[src/rtl/coin_start_seq.sv]
// coin_start_seq: turns a start press into frame-timed coin, gap and start pulses
module coin_start_seq #(
  parameter int COIN_FRAMES  = 4,
  parameter int GAP_FRAMES   = 8,
  parameter int START_FRAMES = 4
) (
  input  logic CLK,
  input  logic RESET,
  input  logic I_VBLANK,
  input  logic I_START1,
  input  logic I_START2,
  output logic O_COIN,
  output logic O_START1,
  output logic O_START2,
  output logic O_BUSY
);
  typedef enum logic [2:0] {IDLE, COIN, GAP, START, RELEASE} state_t;
  localparam logic [7:0] COIN_LAST  = 8'(COIN_FRAMES - 1);
  localparam logic [7:0] GAP_LAST   = 8'(GAP_FRAMES - 1);
  localparam logic [7:0] START_LAST = 8'(START_FRAMES - 1);
  state_t state, nxt;
  logic [7:0] cnt;
  logic [1:0] sel, sel_nxt;
  logic vblank_d, start1_d, start2_d;
  logic tick, p1, p2;
  assign tick = I_VBLANK & ~vblank_d;
  assign p1   = I_START1 & ~start1_d;
  assign p2   = I_START2 & ~start2_d;
  // state, selection, frame counter and edge-detect history
  always_ff @(posedge CLK) begin
    if (RESET) begin
      state    <= IDLE;
      sel      <= 2'd0;
      cnt      <= 8'd0;
      vblank_d <= 1'b1;
      start1_d <= 1'b1;
      start2_d <= 1'b1;
    end else begin
      state    <= nxt;
      sel      <= sel_nxt;
      cnt      <= (nxt != state) ? 8'd0 :
                  (tick && state inside {COIN, GAP, START}) ? cnt + 8'd1 : cnt;
      vblank_d <= I_VBLANK;
      start1_d <= I_START1;
      start2_d <= I_START2;
    end
  end
  // next state: 1P wins a tie; phases advance on the frame tick that completes them
  always_comb begin
    nxt     = state;
    sel_nxt = sel;
    case (state)
      IDLE: begin
        if (p1) begin
          nxt     = COIN;
          sel_nxt = 2'd1;
        end else if (p2) begin
          nxt     = COIN;
          sel_nxt = 2'd2;
        end
      end
      COIN:    nxt = (tick && cnt == COIN_LAST) ? GAP : COIN;
      GAP:     nxt = (tick && cnt == GAP_LAST) ? START : GAP;
      START:   nxt = (tick && cnt == START_LAST) ? RELEASE : START;
      RELEASE: nxt = (!I_START1 && !I_START2) ? IDLE : RELEASE;
      default: nxt = IDLE;
    endcase
  end
  // outputs registered from the next state so they switch with the transition
  always_ff @(posedge CLK) begin
    if (RESET) begin
      O_COIN   <= 1'b0;
      O_START1 <= 1'b0;
      O_START2 <= 1'b0;
      O_BUSY   <= 1'b0;
    end else begin
      O_COIN   <= nxt == COIN;
      O_START1 <= nxt == START && sel_nxt == 2'd1;
      O_START2 <= nxt == START && sel_nxt == 2'd2;
      O_BUSY   <= nxt != IDLE;
    end
  end
endmodule

[config.mk]
export PLATFORM = sky130hd
export DESIGN_NAME = coin_start_seq
export DESIGN_NICKNAME = d
export VERILOG_FILES = /design/src/rtl/coin_start_seq.sv
export SDC_FILE = /design/constraint.sdc
export NUM_CORES = 1
export LEC_CHECK = 0
export BUFFER_PORTS_ARGS = -buffer_cell sky130_fd_sc_hd__buf_4
export CAP_MARGIN = 20
export CORE_UTILIZATION = 55
export DETAILED_ROUTE_END_ITERATION = 16
export PLACE_DENSITY = 0.75
export SLEW_MARGIN = 10
export SYNTH_ARGS = -nofsm -noshare
export SYNTH_HDL_FRONTEND = slang
export SYNTH_SLANG_ARGS = --single-unit
export TNS_END_PERCENT = 50
[constraint.sdc]
create_clock -name CLK -period 4.9 [get_ports CLK]
set_input_delay 0.245 -clock CLK [delete_from_list [all_inputs] [get_ports CLK]]
set_output_delay 0.245 -clock CLK [all_outputs]
set_load 0.02 [all_outputs]
Yosys cells after proc, flatten, opt, wreduce, memory -nomap -nowiden
Cells that the tools add are included.
Cells by class
  add/subtract/negate cells: 1
  multipliers: 0
  div/mod/pow operators: 0
  $lt $le $gt $ge: 0
  equal/unequal tests: 11
  shift-type cells: 0
  mux-type cells: 10
  bitwise logic cells: 6
  reduce and logical (&&, ||, !) cells: 12
Operator list (count)
  3-bit one-hot mux with 5 select lines: 1
  3-bit two-way mux: 4
  3-bit by 2-bit == test with 1-bit output (second input constant): 3
  8-bit by 1-bit adder with 8-bit output (second input constant): 1
  8-bit by 2-bit == test with 1-bit output (second input constant): 1
  8-bit by 3-bit == test with 1-bit output (second input constant): 1
  2-bit two-way mux: 4
  3-bit by 1-bit == test with 1-bit output (second input constant): 2
  1-bit logical AND: 6
  3-bit nonzero test: 2
  1-bit AND: 3
  3-bit == test (second input constant): 1
  3-bit zero test: 1
  3-bit != test: 1
  1-bit inverter: 3
  2-bit by 1-bit == test with 1-bit output (second input constant): 1
  2-bit == test (second input constant): 1
  1-bit zero test: 2
  2-bit OR reduction: 1
  1-bit two-way mux: 1
Storage, ports and cells
  bits in registers: 20
  latch bits: 0
  bits in writable memories: 0
  bits in read-only memories: 0
  input port bits: 5
  output and inout bits: 4
  word-level logic and storage cells: 50
  memories kept: 0

Longest topological paths before layout
  depth after elaboration: 7
  depth in mapped cells: 5
  gate-level depth less buffers: 5

Worst setup path before layout
OpenSTA, ideal clock, no wires.
  kind: reg-to-reg
  start: reg cnt[0]
  end: reg O_START1
  library setup time: 137 ps
  data arrival time: 1408 ps
  data required time: 4763 ps
  slack: 3355 ps
  cell stages (with the launch flop): 6
  path buffers: 0
  cell sequence: dfxtp_1 ha_1 and4bb_2 and4_1 nor3_1 nor3_1
On the way
  cells in the longest elaborated chain, start to end: 6
  elaborated cells on any way between the ends: 10
RTL lines
  start, declared: line 22  | logic [7:0] cnt;
  start signal, assigned: line 41  | cnt <= (nxt != state) ? 8'd0 :
  8-bit by 2-bit == test with 1-bit output or 8-bit by 3-bit == test with 1-bit output (tied branches): line 62, 64, 63
  1-bit logical AND (on tied branches): line 62, 64, 63
  3-bit two-way mux (tied with other cells): line 64  | START: nxt = (tick && cnt == START_LAST) ? RELEASE : START;
  3-bit one-hot mux with 5 select lines (*): line 52  | case (state)
  3-bit by 2-bit == test with 1-bit output (*): line 78  | O_START1 <= nxt == START && sel_nxt == 2'd1;
  1-bit logical AND (*): line 78
  end signal, assigned: line 73  | O_START1 <= 1'b0;
  end signal, assigned: line 78
  end, declared: line 13  | output logic O_START1,
Mark *: on every way between the ends. The rest lies on a longest branch, timed or not.
A chain may end at the register's enable or synchronous reset.

Worst setup path after layout
  start: reg state[1]
  end: reg cnt[6]
On the way
  cells in the longest elaborated chain, start to end: 5
  elaborated cells on any way between the ends: 12
RTL lines
  start, declared: line 21  | state_t state, nxt;
  start signal, assigned: line 39  | state <= nxt;
  3-bit two-way mux: line 57  | end else if (p2) begin
  3-bit two-way mux: line 54  | if (p1) begin
  3-bit one-hot mux with 5 select lines: line 52
  3-bit != test: line 41
  2-bit OR reduction (no source line)
Parallel ways exist; a longest one is shown, timed or not.

==> run_results.csv <==
group,metric,value,unit
synth,syn-instance-count,103,
floorplanning,core,1560,um2
placement,gp_congestion,0.786,
flow_run,cap_violations,0,
sta,fin_crit_sh,0.381,
synth,syn_nets,109,
min_path,hp-start,"I_VBLANK",
min_path,hp-class,"primary input to flip-flop",
clock_network,root_buffer,"clkbuf_4",
worst_setup_path,cp-startpoint,"state[1]$_SDFF_PP0_",
worst_setup_path,crit_required,5.08,ns
power,vdd.ir_drop.worst,0.000214,V
sta,slew_violations,0,
placement,port_buffers,8,
worst_setup_path,path_class,"flip-flop to flip-flop",
layout,synthToLayoutAreaGrowth,12.7,%
clock_network,cts_hold_buf,0,
clock_network,cts_inserted_buffers,3,
sta,rsz0062_at_grt,"false",
placement,pre_cts_slack,3.08,ns
route,drc,0,
power,power_density,316,nW/um2
worst_setup_path,rrSetupSlack,3.03,ns
global_routing,grt_pass1_wl,2.92,mm
route,wl,1.63,mm
clock_network,cts_setup_buffers,0,
worst_setup_path,r2r-start,"state[1]$_SDFF_PP0_",
floorplanning,die-area,1880,um2
sta,setup_viol,0,
floorplanning,die_h,43.3,um
sta,max_freq,536,MHz
sta,worstMarginPinSlew,0.666,ns
route,vias_per_cell,5.87,
route,vias,751,
synth,yosysSeqAreaShare,0.426,
route,route.antenna.remaining_nets,0,
placement,hpwl,1.21,mm
global_routing,grt_pass1_vias,671,
synth,syn_area,940,um2
global_routing,grt_max_degree,13,
clock_network,cts_htree_levels,1,
synth,syn_avg_cell_area,9.12,um2
sta,fin_crit,1.87,ns
route,drt_iter0_drc,17,
layout,num_antenna_cells,0,
sta,slew_headroom,0.554,
sta,fin_tns_setup,0,ns
sta,setup_ws,3.03,ns
sta,final_hold_viol_count,0,
global_routing,grt_antenna_before_repair,0,
worst_setup_path,start_kind,"flip-flop",
floorplanning,die_x,43.3,um
floorplanning,num_io_pins,9,
floorplanning,rows,14,
worst_setup_path,arrival,2.05,ns
placement,placed_cells_incl_taps,124,
layout,drive_gt1_frac,0.179,
sta,fin_worst_skew,0.00490,ns
global_routing,grt_usage,0.211,
clock_network,clk_latency,0.31,ns
synth,ys_seq_elements,20,
clock_network,clk_path_buf_depth,2,
synth,ys_warn_count,0,
synth,yosys.cell_types.count,36,
layout,nNetsFinal,119,
layout,final_cells,128,
worst_setup_path,path_cells,"nor4bb_1 > nand3_1 > a31oi_1 > nor2_1",
worst_setup_path,worst_path_max_delay_cell,"a31oi_1",
global_routing,overflow,0,
clock_network,ctsResizeCount,0,
route,post_drt_wl_per_cell,12.8,um
worst_setup_path,end_kind,"flip-flop",
route,drt-pass1-iter-count,4,
clock_network,cts_num_sinks,20,
floorplanning,start_util,0.603,
power,p_leak,0.000397,uW
clock_network,clkTransAtPathRegs,0.11,ns
status,status,"completed",
worst_setup_path,cp_slowest_stage_delay,0.59,ns
clock_network,cts_tree,"built",
worst_setup_path,critPathMaxFanout,9,
[report_power, final]
part	internal, uW	switching, uW
clock	82.8	52.7
combinational	12.1	16.9
sequential	167	3.33
total	262	72.9
[cell usage in the layout (no fill, tap or decap), types with 2 or more instances in the layout]
| master | synthesis | final |
|---|---|---|
| or2_2 | 3 | 3 |
| a21oi_1 | 6 | 6 |
| nand2_1 | 6 | 6 |
| nand3_1 | 3 | 3 |
| nor2_1 | 12 | 12 |
| or3b_1 | 2 | 2 |
| a31oi_1 | 3 | 3 |
| and2_1 | 2 | 2 |
| dfxtp_1 | 20 | 20 |
| nor3_1 | 3 | 3 |
| o21ai_0 | 2 | 2 |
| inv_1 | 3 | 3 |
| clkbuf_4 | 0 | 3 |
| buf_4 | 0 | 8 |
| nand2b_1 | 2 | 2 |
| nor4_1 | 2 | 2 |
| xor2_1 | 2 | 2 |
| o21bai_1 | 2 | 2 |
| and4_1 | 2 | 2 |
| nor2b_1 | 4 | 4 |
| nand4_1 | 3 | 3 |
| xnor2_1 | 4 | 4 |
[state kept, by name, indices dropped and copies added (netlist names)]
name,flops
O_BUSY,1
O_COIN,1
O_START1,1
O_START2,1
cnt,8
sel,2
start1_d,1
start2_d,1
state,3
vblank_d,1
[layer usage]
| metal | global-route usage | share of wire | vias to the layer above |
|---|---|---|---|
| met5 | 0 | 0 | - |
| met4 | 0.0938 | 0.018 | 0 |
| met3 | 0.0375 | 0.074 | 3 |
| met2 | 0.309 | 0.40 | 28 |
| met1 | 0.304 | 0.51 | 329 |
| li1 | - | - | 391 |
[critical path, delay by kind of cell (launching register included)]
kind	cells	cell delay, ns
and+or+nand+nor	3	0.66
AOI/OAI and AO/OA	1	0.59
DFF	1	0.49
[kinds of logic (layout without fill, tap and decap cells)]
| kind of cell | count (synthesis) | in the layout | synth area share |
|---|---|---|---|
| flip-flops | 20 | 20 | 0.426 |
| multiplexers | 1 | 1 | 0.0107 |
| adder cells (fa/ha/maj) | 1 | 1 | 0.0133 |
| XOR/XNOR | 6 | 6 | 0.0559 |
| buffers and inverters | 6 | 15 | 0.0266 |
| AO/OA/AOI/OAI | 20 | 20 | 0.154 |
| AND/OR/NAND/NOR | 49 | 49 | 0.313 |
[final timing paths]
kind | endpoint | cells after the start
worst min-delay path | vblank_d$_SDFF_PP1_ | 2
worst min register to register | cnt[7]$_SDFFE_PP0P_ | 2
worst max-delay path | cnt[6]$_SDFFE_PP0P_ | 4
worst max register to register | cnt[6]$_SDFFE_PP0P_ | 4
[metrics by stage]
stage	hold WS (ns)	instance area, um2	utilization	power, uW
finish	0.135	1060	0.679	335
global route	0.131	1060	0.679	347
CTS	0.127	1060	0.679	338
detailed placement	0.461	1010	0.645	203
global placement	0.456	1010	0.645	203
floorplan	0.352	940	-	193
[synth_stat cells]
| master | instances | share of area |
|---|---|---|
| dfxtp_1 | 20 | 0.43 |
| nor2_1 | 12 | 0.048 |
| a21oi_1 | 6 | 0.032 |
| nand2_1 | 6 | 0.024 |
| nor2b_1 | 4 | 0.027 |
| xnor2_1 | 4 | 0.037 |
| a31oi_1 | 3 | 0.020 |
| inv_1 | 3 | 0.012 |
| nand3_1 | 3 | 0.016 |
| nand4_1 | 3 | 0.020 |
| nor3_1 | 3 | 0.016 |
| or2_2 | 3 | 0.020 |
| and2_1 | 2 | 0.013 |
| and4_1 | 2 | 0.019 |
| buf_2 | 2 | 0.011 |
| nand2b_1 | 2 | 0.013 |
| nor4_1 | 2 | 0.013 |
| o21ai_0 | 2 | 0.011 |
| o21bai_1 | 2 | 0.016 |
| or3b_1 | 2 | 0.019 |
| xor2_1 | 2 | 0.019 |
| a2111oi_2 | 1 | 0.016 |
| a211oi_1 | 1 | 0.0080 |
| a22oi_1 | 1 | 0.0080 |
| and4bb_2 | 1 | 0.013 |
| clkbuf_1 | 1 | 0.0040 |
| ha_1 | 1 | 0.013 |
| mux2i_1 | 1 | 0.011 |
| nor3_2 | 1 | 0.011 |
| nor4_4 | 1 | 0.023 |
| nor4bb_1 | 1 | 0.011 |
| o211a_1 | 1 | 0.011 |
| o211ai_1 | 1 | 0.0080 |
| o21ba_4 | 1 | 0.017 |
| o31ai_1 | 1 | 0.0080 |
| or4_1 | 1 | 0.0080 |
[area by class of cell]
type                       count  area (um2)
sequential                    20         400
tap                           16        20.0
inverter                       3        11.3
clock inverter                 1        30.0
timing repair buffer           8        60.1
clock buffer                   3        22.5
multi-input combinational     77         514
fill                         141         500
No activity file was read; power rests on OpenSTA's default activity.
